**src/rtl/glm_op_arbiter.sv**
```systemverilog
// glm_op_arbiter: round-robin sharing of one op_start/op_done unit
// between NUM_REQ issuers, with a watchdog on the WAIT phase.
module glm_op_arbiter #(
    parameter int NUM_REQ        = 4,
    parameter int TIMEOUT_CYCLES = 65536,
    parameter int TIMEOUT_WIDTH  = 32
) (
    input  logic                   clk,
    input  logic                   reset,
    input  logic [NUM_REQ-1:0]     req_valid,
    input  logic [NUM_REQ*128-1:0] req_regs,
    output logic [NUM_REQ-1:0]     req_ack,
    output logic [NUM_REQ-1:0]     req_done,
    output logic [NUM_REQ-1:0]     req_error,
    output logic                   unit_op_start,
    input  logic                   unit_op_done,
    output logic [31:0]            unit_regs [4],
    output logic                   busy,
    output logic                   timeout_flag,
    output logic [31:0]            busy_cycles
);

    localparam int IW = (NUM_REQ > 1) ? $clog2(NUM_REQ) : 1;
    localparam bit WD_EN = (TIMEOUT_CYCLES != 0);
    localparam logic [TIMEOUT_WIDTH-1:0] WD_LAST =
        TIMEOUT_WIDTH'((TIMEOUT_CYCLES > 0) ? TIMEOUT_CYCLES - 1 : 0);

    typedef enum logic [2:0] {
        S_IDLE,
        S_ACK,
        S_ISSUE,
        S_WAIT,
        S_DONE
    } state_t;

    state_t                   state_q, state_d;
    logic [IW-1:0]            grant_q, grant_d;
    logic [IW-1:0]            rr_q, rr_d;
    logic [TIMEOUT_WIDTH-1:0] wd_q, wd_d;
    logic                     err_q, err_d;
    logic                     tflag_q, tflag_d;
    logic [31:0]              bcnt_q;
    logic [31:0]              regs_q [4];
    logic                     load;
    logic                     found;
    logic [IW-1:0]            gsel;

    // First requester after the last grant, wrapping modulo NUM_REQ
    always_comb begin
        found = 1'b0;
        gsel  = '0;
        for (int i = 1; i <= NUM_REQ; i++) begin
            if (!found && req_valid[(int'(rr_q) + i) % NUM_REQ]) begin
                found = 1'b1;
                gsel  = IW'((int'(rr_q) + i) % NUM_REQ);
            end
        end
    end

    always_comb begin
        state_d = state_q;
        grant_d = grant_q;
        rr_d    = rr_q;
        wd_d    = wd_q;
        err_d   = err_q;
        tflag_d = tflag_q;
        load    = 1'b0;
        unique case (state_q)
            S_IDLE, S_DONE: begin
                err_d = 1'b0;
                if (found) begin
                    state_d = S_ACK;
                    grant_d = gsel;
                    rr_d    = gsel;
                    load    = 1'b1;
                end else begin
                    state_d = S_IDLE;
                end
            end
            S_ACK: state_d = S_ISSUE;
            S_ISSUE: begin
                wd_d    = '0;
                state_d = S_WAIT;
            end
            S_WAIT: begin
                if (unit_op_done) begin
                    state_d = S_DONE;
                    err_d   = 1'b0;
                end else if (WD_EN && wd_q == WD_LAST) begin
                    state_d = S_DONE;
                    err_d   = 1'b1;
                    tflag_d = 1'b1;
                end else begin
                    wd_d = wd_q + 1'b1;
                end
            end
            default: state_d = S_IDLE;
        endcase
    end

    always_ff @(posedge clk or negedge reset) begin
        if (!reset) begin
            state_q <= S_IDLE;
            grant_q <= '0;
            rr_q    <= IW'(NUM_REQ - 1);
            wd_q    <= '0;
            err_q   <= 1'b0;
            tflag_q <= 1'b0;
            bcnt_q  <= '0;
            for (int w = 0; w < 4; w++) regs_q[w] <= '0;
        end else begin
            state_q <= state_d;
            grant_q <= grant_d;
            rr_q    <= rr_d;
            wd_q    <= wd_d;
            err_q   <= err_d;
            tflag_q <= tflag_d;
            bcnt_q  <= bcnt_q + 32'(busy);
            if (load) begin
                for (int w = 0; w < 4; w++)
                    regs_q[w] <= req_regs[int'(gsel)*128 + w*32 +: 32];
            end
        end
    end

    always_comb begin
        req_ack   = '0;
        req_done  = '0;
        req_error = '0;
        if (state_q == S_ACK) req_ack[grant_q] = 1'b1;
        if (state_q == S_DONE) begin
            req_done[grant_q]  = 1'b1;
            req_error[grant_q] = err_q;
        end
    end

    assign unit_op_start = (state_q == S_ISSUE);
    assign busy          = (state_q != S_IDLE);
    assign timeout_flag  = tflag_q;
    assign busy_cycles   = bcnt_q;
    assign unit_regs     = regs_q;

endmodule

```
**config.mk**
```make
export PLATFORM = sky130hd
export DESIGN_NAME = glm_op_arbiter
export DESIGN_NICKNAME = d
export VERILOG_FILES = /design/src/rtl/glm_op_arbiter.sv
export SDC_FILE = /design/constraint.sdc
export NUM_CORES = 1
export LEC_CHECK = 0
export BUFFER_PORTS_ARGS = -buffer_cell sky130_fd_sc_hd__buf_4
export CAP_MARGIN = 0
export CORE_AREA = 2 2 268 270
export DETAILED_ROUTE_END_ITERATION = 10
export DIE_AREA = 0 0 270 272
export HOLD_SLACK_MARGIN = 0.03
export PLACE_DENSITY_LB_ADDON = 0.25
export SLEW_MARGIN = 20
export SYNTH_ARGS = -nofsm -noshare
export SYNTH_HDL_FRONTEND = slang
export SYNTH_SLANG_ARGS = --single-unit
```
**constraint.sdc**
```tcl
create_clock -name clk -period 2.8 [get_ports clk]
set_clock_uncertainty 0.15 [all_clocks]
set_input_delay 0.56 -clock clk [delete_from_list [all_inputs] [get_ports clk]]
set_output_delay 0.56 -clock clk [all_outputs]
set_load 0.02 [all_outputs]
```
==> out/metrics.yaml <==
worst_setup_path:
  cpPeakStageDelay_ps: 580
  cp_data_arrival_time_ps: 2940
  crit_fanout: 24
  crit_cells: 8
  start_kind: "flop"
  startpoint: "rr_q[1]"
  crit_buf_inv: 3
  rr_endpoint: "unit_regs[110]"
  crit_type: "reg -> reg"
  cp-end-kind: "flop"
  reg2regPathDepth: 8
  cp_common_cell: "buf_12"
  rrSetupSlack_ps: 140
  cp-endpoint: "unit_regs[110]"
  required_ps: 3080
  rr_startpoint: "rr_q[1]"
  critPathTopFamily: "buffers and inverters"
  cp_slowest_cell: "dfstp_2"
  path_cells: "mux2i_1 -> buf_4 -> o2bb2ai_4 -> nor2_4 -> buf_12 -> buf_12 -> mux2_2 -> a221o_1"
timing:
  finalSetupViolCount: 0
  tightest_slew_ps: 671
  drv_slew: 0
  post-route-period-util_pct: 94.9
  rsz0062_at_grt: "no"
  fmax_mhz: 376
  setup_tns_ps: 0
  fin_crit_ps: 2660
  slew_headroom_pct: 55.3
  hold_viol: 0
route:
  num_vias: 13523
  routed_via_density: 4.64
  drtIter0Drc: 826
  first_pass_iters: 5
  drtAntennaViolNets: 0
  drc: 0
  drt_wl_total_um: 62900
  wire_per_inst_um: 21.6
global_route:
  grt_max_degree: 71
  grt_remaining_overflow: 0
  antenna_found_initial: 2
  grtUsageTotal_pct: 16.1
  grt_pass1_wl_um: 91500
  grt_pass1_vias: 14055
synthesis:
  synthTopCellsByCount: "dfrtp_1 (199), nand3_1 (154), a21oi_1 (142), o21ai_0 (138), a221o_1 (127)"
  yosysSeqAreaShare_pct: 40.3
  yosys.area_share.xor_xnor_pct: 3.29
  synth_top_family_by_area: "compound AO/OA/AOI/OAI gates"
  synth-compound-area-share_pct: 23.4
  netlist_instances: 1266
  synth_edf_count: 0
  synth-simple-area-share_pct: 13.0
  ys_types: 56
  synth.most_common_cell: "dfrtp_1"
  async_flop_share_pct: 100
  synth_area_sq_um: 12500
  post_synth.cell_area_avg_sq_um: 9.87
  ys.warnings.count: 0
  ys_ff_latch: 201
  synth_mux_area_share_pct: 14.5
  syn_nets: 1789
  synth_fa_ha_area_share_pct: 0.401
  synthFlopType: "dfrtp_1"
  synthTopCellsByArea: "dfrtp_1 (40%), mux2_4 (12%), a221o_1 (10%)"
  synth_top_area_share_pct: 39.9
  yosys.area.top_type: "dfrtp_1"
layout:
  multi_input_area_sq_um: 6920
  fin_area_sq_um: 20400
  fillers: 7494
  regArea_sq_um: 5030
  area_growth_pct: 63.2
  drive_gt1_share_pct: 49.5
  fin_nets: 2465
clock_network:
  clockRootBuffer: "clkbuf_16"
  clk_pin_slew_ps: 60
  h-tree-depth: 1
  cts_buffer_depth: 3
  cts_sinks: 201
  cts_setup_buffers: 0
  clock_latency_ps: 560
  cts_tree: "yes"
  cts_buffers: 28
run:
  cap_violations: 0
placed_design:
  port_buffers: 693
  placed_cell_area_sq_um: 19300
  gp_congestion: 0.914
  dp_hpwl_um: 47200
floorplanning:
  io_pins: 694
  row_count: 98
  fp.dieH_um: 272
  dieArea_sq_um: 73400
  coreArea_sq_um: 70800
  dieWidth_um: 270
  start_util_pct: 17.7
status:
  status: "finished clean"
pwr:
  power.leakage_nw: 9.50
  power.density_nw_per_um2: 924
  ir_drop_mv: 0.450
min_path:
  min_path_type: "in -> reg"
==> layout make-up <==
| type | instances | area share (%) |
|---|---|---|
| multi-input combinational | 926 | 33.9 |
| timing repair buffer | 772 | 30.1 |
| sequential | 201 | 24.7 |
| tap | 950 | 5.83 |
| clock buffer | 35 | 3.82 |
| clock inverter | 17 | 1.32 |
| inverter | 13 | 0.239 |
| antenna | 3 | 0.0368 |
==> repair_timing <==
item	in CTS	in global routing
hold endpoints to repair	59	0
endpoints found under the setup margin	0	1
resized for setup	0	1
hold buffers	1	0
==> sequential cells by signal, summed over array words and instances, names as in the netlist <==
name          count
busy_cycles      32
grant_q           2
timeout_flag      1
rr_q              2
wd_q             32
err_q             1
state_q           3
unit_regs       128
==> routing by layer <==
metal,vias up,GRT usage [%],routed length [um]
li1,6190,-,-
met5,-,0,10
met4,2,4.72,1800
met3,84,3.19,3890
met1,6693,19.6,25100
met2,554,28.7,32000
==> cell usage in the layout, fill, tap and decap left out, drive strengths merged, types with 3 or more instances in the layout <==
cell    instances
a21oi         142
a221o         127
and3            8
and4            3
buf           771
bufinv          7
clkbuf         35
clkinv          8
dfrtp         199
diode           3
ha              4
inv            13
mux2          127
nand2          25
nand2b          4
nand3         154
nand4          17
nor2           45
nor3           11
nor4           12
o211ai          7
o21ai         141
o31ai           5
or2             3
or3            12
or4             5
xnor2          28
xor2           19
==> how the worst min path moves through the flow <==
stage | cells past startpoint | from | slack (ps) | endpoint
finish | 2 | unit_op_done | 120 | state_q[2]
global route | 2 | unit_op_done | 110 | state_q[2]
CTS | 2 | unit_op_done | 90 | state_q[2]
detailed placement | 1 | timeout_flag | 310 | timeout_flag
global placement | 1 | timeout_flag | 310 | timeout_flag
floorplan | 0 | reset | 110 | busy_cycles[0]
==> power breakdown <==
group	internal [W]	switching (W)	total (W)	leakage, nW
registers	0.00393	0.000709	0.00464	2.59
logic	0.00464	0.00549	0.0101	6.40
clock network	0.00260	0.00146	0.00407	0.513
total	0.0112	0.00766	0.0188	9.50
==> through the flow <==
stage	total power, W	util (%)	instances	hold slack (ps)	setup slack [ps]
2_1_floorplan	0.0102	-	1266	114	323
3_3_place_gp	0.0147	27.3	2861	306	13.6
3_5_place_dp	0.0149	27.3	2861	311	5.00
4_1_cts	0.0191	28.8	2914	89.8	71.7
5_1_grt	0.0199	28.8	2915	113	16.6
6_report	0.0188	28.8	2917	123	143
==> cells by family (layout without fill, tap and decap cells) <==
kind of cell    after synthesis  in the layout
compound gates              437            437
simple gates                309            309
xor+xnor                     47             47
fa+ha+maj                     4              4
buf+inv                     139            837
mux                         129            129
other cells                   0              3
flops                       201            201
(Power assumes the default switching activity.)
